--- config.mk ---
export PLATFORM = sky130hd
export DESIGN_NAME = equiv_compare_arbiter
export DESIGN_NICKNAME = d
export VERILOG_FILES = /design/src/rtl/equiv_compare_arbiter.sv
export SDC_FILE = /design/constraint.sdc
export NUM_CORES = 1
export LEC_CHECK = 0
export BUFFER_PORTS_ARGS = -buffer_cell sky130_fd_sc_hd__buf_2
export CAP_MARGIN = 20
export CELL_PAD_IN_SITES_DETAIL_PLACEMENT = 1
export CELL_PAD_IN_SITES_GLOBAL_PLACEMENT = 1
export CORE_UTILIZATION = 38
export DETAILED_ROUTE_END_ITERATION = 6
export PLACE_DENSITY_LB_ADDON = 0.2
export SYNTH_ARGS = -nofsm -noshare
export SYNTH_HDL_FRONTEND = slang
export SYNTH_SLANG_ARGS = --single-unit
--- constraint.sdc ---
create_clock -name clk -period 3.7 [get_ports clk]
set_clock_uncertainty 0.05 [all_clocks]
set_input_delay 0.74 -clock clk [delete_from_list [all_inputs] [get_ports clk]]
set_output_delay 0.74 -clock clk [all_outputs]
set_load 0.03 [all_outputs]
--- src/rtl/equiv_compare_arbiter.sv ---
// Round-robin shared logical-equivalence compare unit: grants one requester at a
// time, registers its operand pair and returns a tagged one-cycle response.
module equiv_compare_arbiter #(
  parameter int N = 8,
  parameter int R = 4
) (
  input  logic                 clk,
  input  logic                 rstN,
  input  logic [R-1:0]         req,
  input  logic [R*N-1:0]       d1,
  input  logic [R*N-1:0]       d2,
  output logic [R-1:0]         gnt,
  output logic                 rsp_valid,
  output logic [$clog2(R)-1:0] rsp_id,
  output logic                 rsp_equivalent
);

  localparam int IW = $clog2(R);

  typedef enum logic [1:0] {IDLE, CMP, RESP} state_t;

  state_t        state;
  logic [IW-1:0] ptr;
  logic [IW-1:0] owner;
  logic [IW-1:0] winner;
  logic [IW-1:0] ptr_next;
  logic [IW:0]   cand;
  logic          found;
  logic [N-1:0]  op1;
  logic [N-1:0]  op2;
  logic          eq_r;

  // Search upward from ptr with wrap; one extra bit keeps ptr+k from overflowing.
  always_comb begin
    winner = '0;
    found  = 1'b0;
    cand   = '0;
    for (int k = 0; k < R; k++) begin
      cand = {1'b0, ptr} + (IW+1)'(k);
      if (cand >= (IW+1)'(R)) begin
        cand = cand - (IW+1)'(R);
      end
      if (!found && req[cand[IW-1:0]]) begin
        found  = 1'b1;
        winner = cand[IW-1:0];
      end
    end
  end

  assign ptr_next = (winner == IW'(R-1)) ? '0 : winner + 1'b1;

  always_ff @(posedge clk or negedge rstN) begin
    if (!rstN) begin
      state          <= IDLE;
      gnt            <= '0;
      rsp_valid      <= 1'b0;
      rsp_id         <= '0;
      rsp_equivalent <= 1'b0;
      op1            <= '0;
      op2            <= '0;
      eq_r           <= 1'b0;
      ptr            <= '0;
      owner          <= '0;
    end else begin
      gnt       <= '0;
      rsp_valid <= 1'b0;
      case (state)
        IDLE: begin
          if (found) begin
            gnt   <= R'(1) << winner;
            op1   <= d1[winner*N +: N];
            op2   <= d2[winner*N +: N];
            owner <= winner;
            ptr   <= ptr_next;
            state <= CMP;
          end
        end
        CMP: begin
          eq_r  <= (|op1) ~^ (|op2);
          state <= RESP;
        end
        RESP: begin
          rsp_valid      <= 1'b1;
          rsp_id         <= owner;
          rsp_equivalent <= eq_r;
          state          <= IDLE;
        end
        default: state <= IDLE;
      endcase
    end
  end

endmodule

==> results by stage <==
Pwr:
- The switching power of the nets is 677.8 uW.
- The power per cell area is 752.9 nW/um^2.
- Combinational logic is responsible for 48.5% of the overall power.
- VDD sags by at most 0.3800 mV.
- The cell-internal power is 1.027 mW.
- In this run the static leakage power is 1.232 nW.
- The clock network accounts for 16.8% of the total power.
- Sequential cells burn 34.7% of the power.
- The switching share of power is 39.75%.

Synth:
- The library cell with the largest summed area after synthesis is sky130_fd_sc_hd__dfrtp_1.
- The synthesized area is 1812 sq um.
- Summed over its instances, the top area cell type makes up 42.82% of the synthesized netlist area.
- The gate count of the mapped netlist is 170.
- The post-synthesis register bit count is 31.
- The synthesized netlist contains 28 unique library cells.
- In the post-synthesis netlist, the biggest area contributors are sky130_fd_sc_hd__dfrtp_1, sky130_fd_sc_hd__mux2i_1, sky130_fd_sc_hd__nor3_1, sky130_fd_sc_hd__a211o_1, sky130_fd_sc_hd__mux2_2.
- A synthesized cell averages 10.66 sq um.
- The post-synth net total is 242.
- The share of the yosys chip area belonging to registers is 42.82%.
- The count of warnings emitted by yosys is 0.

CTS:
- The number of sinks handled by clock tree synthesis is 31.
- The number of buffers added to fix hold violations after cts is 0.
- The count of buffers added by post-CTS timing repair for setup is 0.
- Clock-pin slew was measured on the worst setup and hold paths at 60 ps.
- The number of instances resized during post-cts repair is 0.
- Clock tree synthesis inserted a total of 5 buffers.
- The cell sitting at the root of the clock tree is a sky130_fd_sc_hd__clkbuf_8.
- The clock passes through at most 2 buffers.
- The insertion delay of the later-clocked pin in the worst-skew pair is 280 ps.
- The CTS tree is yes.
- The deepest level of the CTS H-tree is 2.

STA:
- The max-slew headroom at the worst pin is 33.43%.
- The time the worst path needs with I/O delays and setup is 2535 ps.
- The maximum clock frequency is 394.5 MHz.
- The final cycle utilization of the critical path is 68.51%.
- The slew of the pin with the lowest slew margin is 998.6 ps.
- The final number of hold-violating endpoints is 0.
- The number of setup violations in the final report is 0.
- The final sum of negative setup slack is 0 ps.
- The count of final max-slew check failures is 0.
- Setup repair after global routing left no endpoint under its margin.

Cells and area:
- The final antenna diode count is 0.
- The finished layout holds 296 standard cells, fillers aside.
- The final layout contains 315 nets.
- The library cell used most frequently in the layout, excluding fill and tap cells, is sky130_fd_sc_hd__buf_2.
- The library cells used most frequently in the layout, excluding fill and tap cells, are sky130_fd_sc_hd__buf_2, sky130_fd_sc_hd__mux2i_1, sky130_fd_sc_hd__nor3_1.
- In the final layout, the share of cells above drive strength 1 is 38.93%.
- Compared with the post-synthesis result, the final layout area differs by 25.00%.

Placed design:
- Including well taps, the total number of placed cells is 288.
- The post-DP HPWL is 3.120 mm.
- In this run the tool buffered the top-level ports with 77 buffer cells.
- The congestion estimate from routability-driven global placement came to 0.7729.

Die:
- The floorplan step set the die height to 71.05 um.
- The width of the chip is 71.05 um.
- The core area is 4474 sq um.
- The placement row count is 24.
- The effective utilization at floorplan is 40.49%.
- The die covers 5048 sq um.
- The number of top-level design ports is 78.

Global route:
- After global routing the overflow that remains totals 0.
- The maximum number of pins on one net before global-route repair is 40.
- For this run, the total global-route usage over all layers was measured as 18.23%.
- The initial antenna violation count was 0.
- The global-route wire length before repair is 7.203 mm.
- The via count of the first global-routing pass is 1,585.

Min path:
- The worst hold path belongs to the class reg2reg.

Worst setup path:
- The critical path class is in2reg.
- Along the worst path, the maximum fanout reaches 34.
- The data arrival time of the critical path is 2650 ps.
- The worst setup path is launched from an input pin.
- The required arrival time at the worst endpoint is 3810 ps.
- The worst setup path is captured at a flop.

Routing:
- The number of design rule violations left after detail routing is 2.
- The remaining number of nets flagged by the antenna check after routing is 0.
- The routed via count is 1,560.
- The mean number of vias per cell is 5.270.
- The detailed-routing iteration count for the pre-antenna-repair pass is 7.
- The routed design has 4.255 mm of wire.
- The average routed wire per standard cell is 14.38 um.
- After the first detailed-routing iteration, the DRC count stood at 74.

Flow run:
- The count of max-cap constraint violations is 0.

Run status:
- The run finished, with violations left.
- The final reports fail on DRC.
## power by group through the flow
stage	logic [mW]	clock network, mW	registers, mW
2_1_floorplan	0.661	0	0.631
3_3_place_gp	0.819	0	0.591
3_5_place_dp	0.841	0	0.597
4_1_cts	0.842	0.294	0.592
5_1_grt	0.924	0.309	0.612
6_report	0.827	0.286	0.592
## sequential cells by signal, summed over array words and instances, names as in the netlist
register	count
state	2
ptr	2
owner	2
op2	8
eq_r	1
rsp_id	2
op1	8
rsp_valid	1
gnt	4
rsp_equivalent	1
## worst paths after layout
| kind | from | end | slack, ps | depth (start not counted) |
|---|---|---|---|---|
| min reg2reg | state[1] | state[1] | 410 | 1 |
| min | state[1] | state[1] | 410 | 1 |
| max in group asynchronous | rstN | owner[1] | 2710 | 1 |
| max reg2reg | ptr[1] | op2[2] | 1270 | 5 |
| max | req[0] | op2[2] | 1170 | 6 |
| min in group asynchronous | rstN | gnt[3] | 450 | 1 |
## layer usage
| layer | part of all wire, % | up-vias | track usage (%) |
|---|---|---|---|
| li1 | - | 774 | - |
| met1 | 46 | 728 | 24.41 |
| met2 | 47 | 52 | 30.34 |
| met3 | 5.3 | 6 | 3.704 |
| met4 | 0.99 | 0 | 4.667 |
| met5 | 0 | - | 0 |
## cell type report
cell class	count	area (sq um)
clock buffers	8	100.1
fillers	537	2210
inverters	5	18.77
multi-input cells	121	904.6
flip-flops and latches	31	775.7
well taps	52	65.06
repair buffers	79	400.4
## Yosys cell counts, drive strengths merged
cell type / n
buf: 8
o21ai: 2
inv: 5
xnor2: 1
a221oi: 1
or3: 1
nor3b: 1
mux2i: 33
a211o: 16
ha: 2
dfrtp: 31
a21boi: 1
a21oi: 2
nor4: 5
nor2b: 2
a221o: 1
mux2: 4
clkbuf: 5
nor2: 1
nor3: 33
a21bo: 1
o22ai: 1
o21a: 1
nand2: 10
and2: 2
## worst max-delay path: stages
cell	delay [ps]
sky130_fd_sc_hd__buf_2	130
sky130_fd_sc_hd__nor3b_1	280
sky130_fd_sc_hd__a221o_2	820
sky130_fd_sc_hd__mux2i_1	310
sky130_fd_sc_hd__nor3_1	80
sky130_fd_sc_hd__a211o_1	270
## logic make-up (layout without fill, tap and decap cells)
logic type | after synthesis | in the layout | share of synthesized area, %
buffers and inverters | 18 | 92 | 7.389
multiplexers | 37 | 37 | 20.72
flip-flops | 31 | 31 | 42.82
AO/OA/AOI/OAI | 26 | 26 | 11.95
XOR/XNOR | 1 | 1 | 0.4835
AND/OR/NAND/NOR | 55 | 55 | 15.26
adder cells (fa/ha/maj) | 2 | 2 | 1.381
## per-stage QoR
step / hold WS (ps) / instance area, sq um / setup WS (ps) / utilization [%] / power, mW
5_1_grt: 443.4 / 2265 / 951.6 / 50.62 / 1.845
3_3_place_gp: 396.1 / 2165 / 947.6 / 48.38 / 1.410
2_1_floorplan: 376.2 / 1812 / 1576 / - / 1.291
6_report: 411.0 / 2265 / 1165 / 50.62 / 1.705
3_5_place_dp: 404.3 / 2165 / 855.2 / 48.38 / 1.438
4_1_cts: 413.5 / 2265 / 1149 / 50.62 / 1.728
Power figures use the tool's default switching activity.
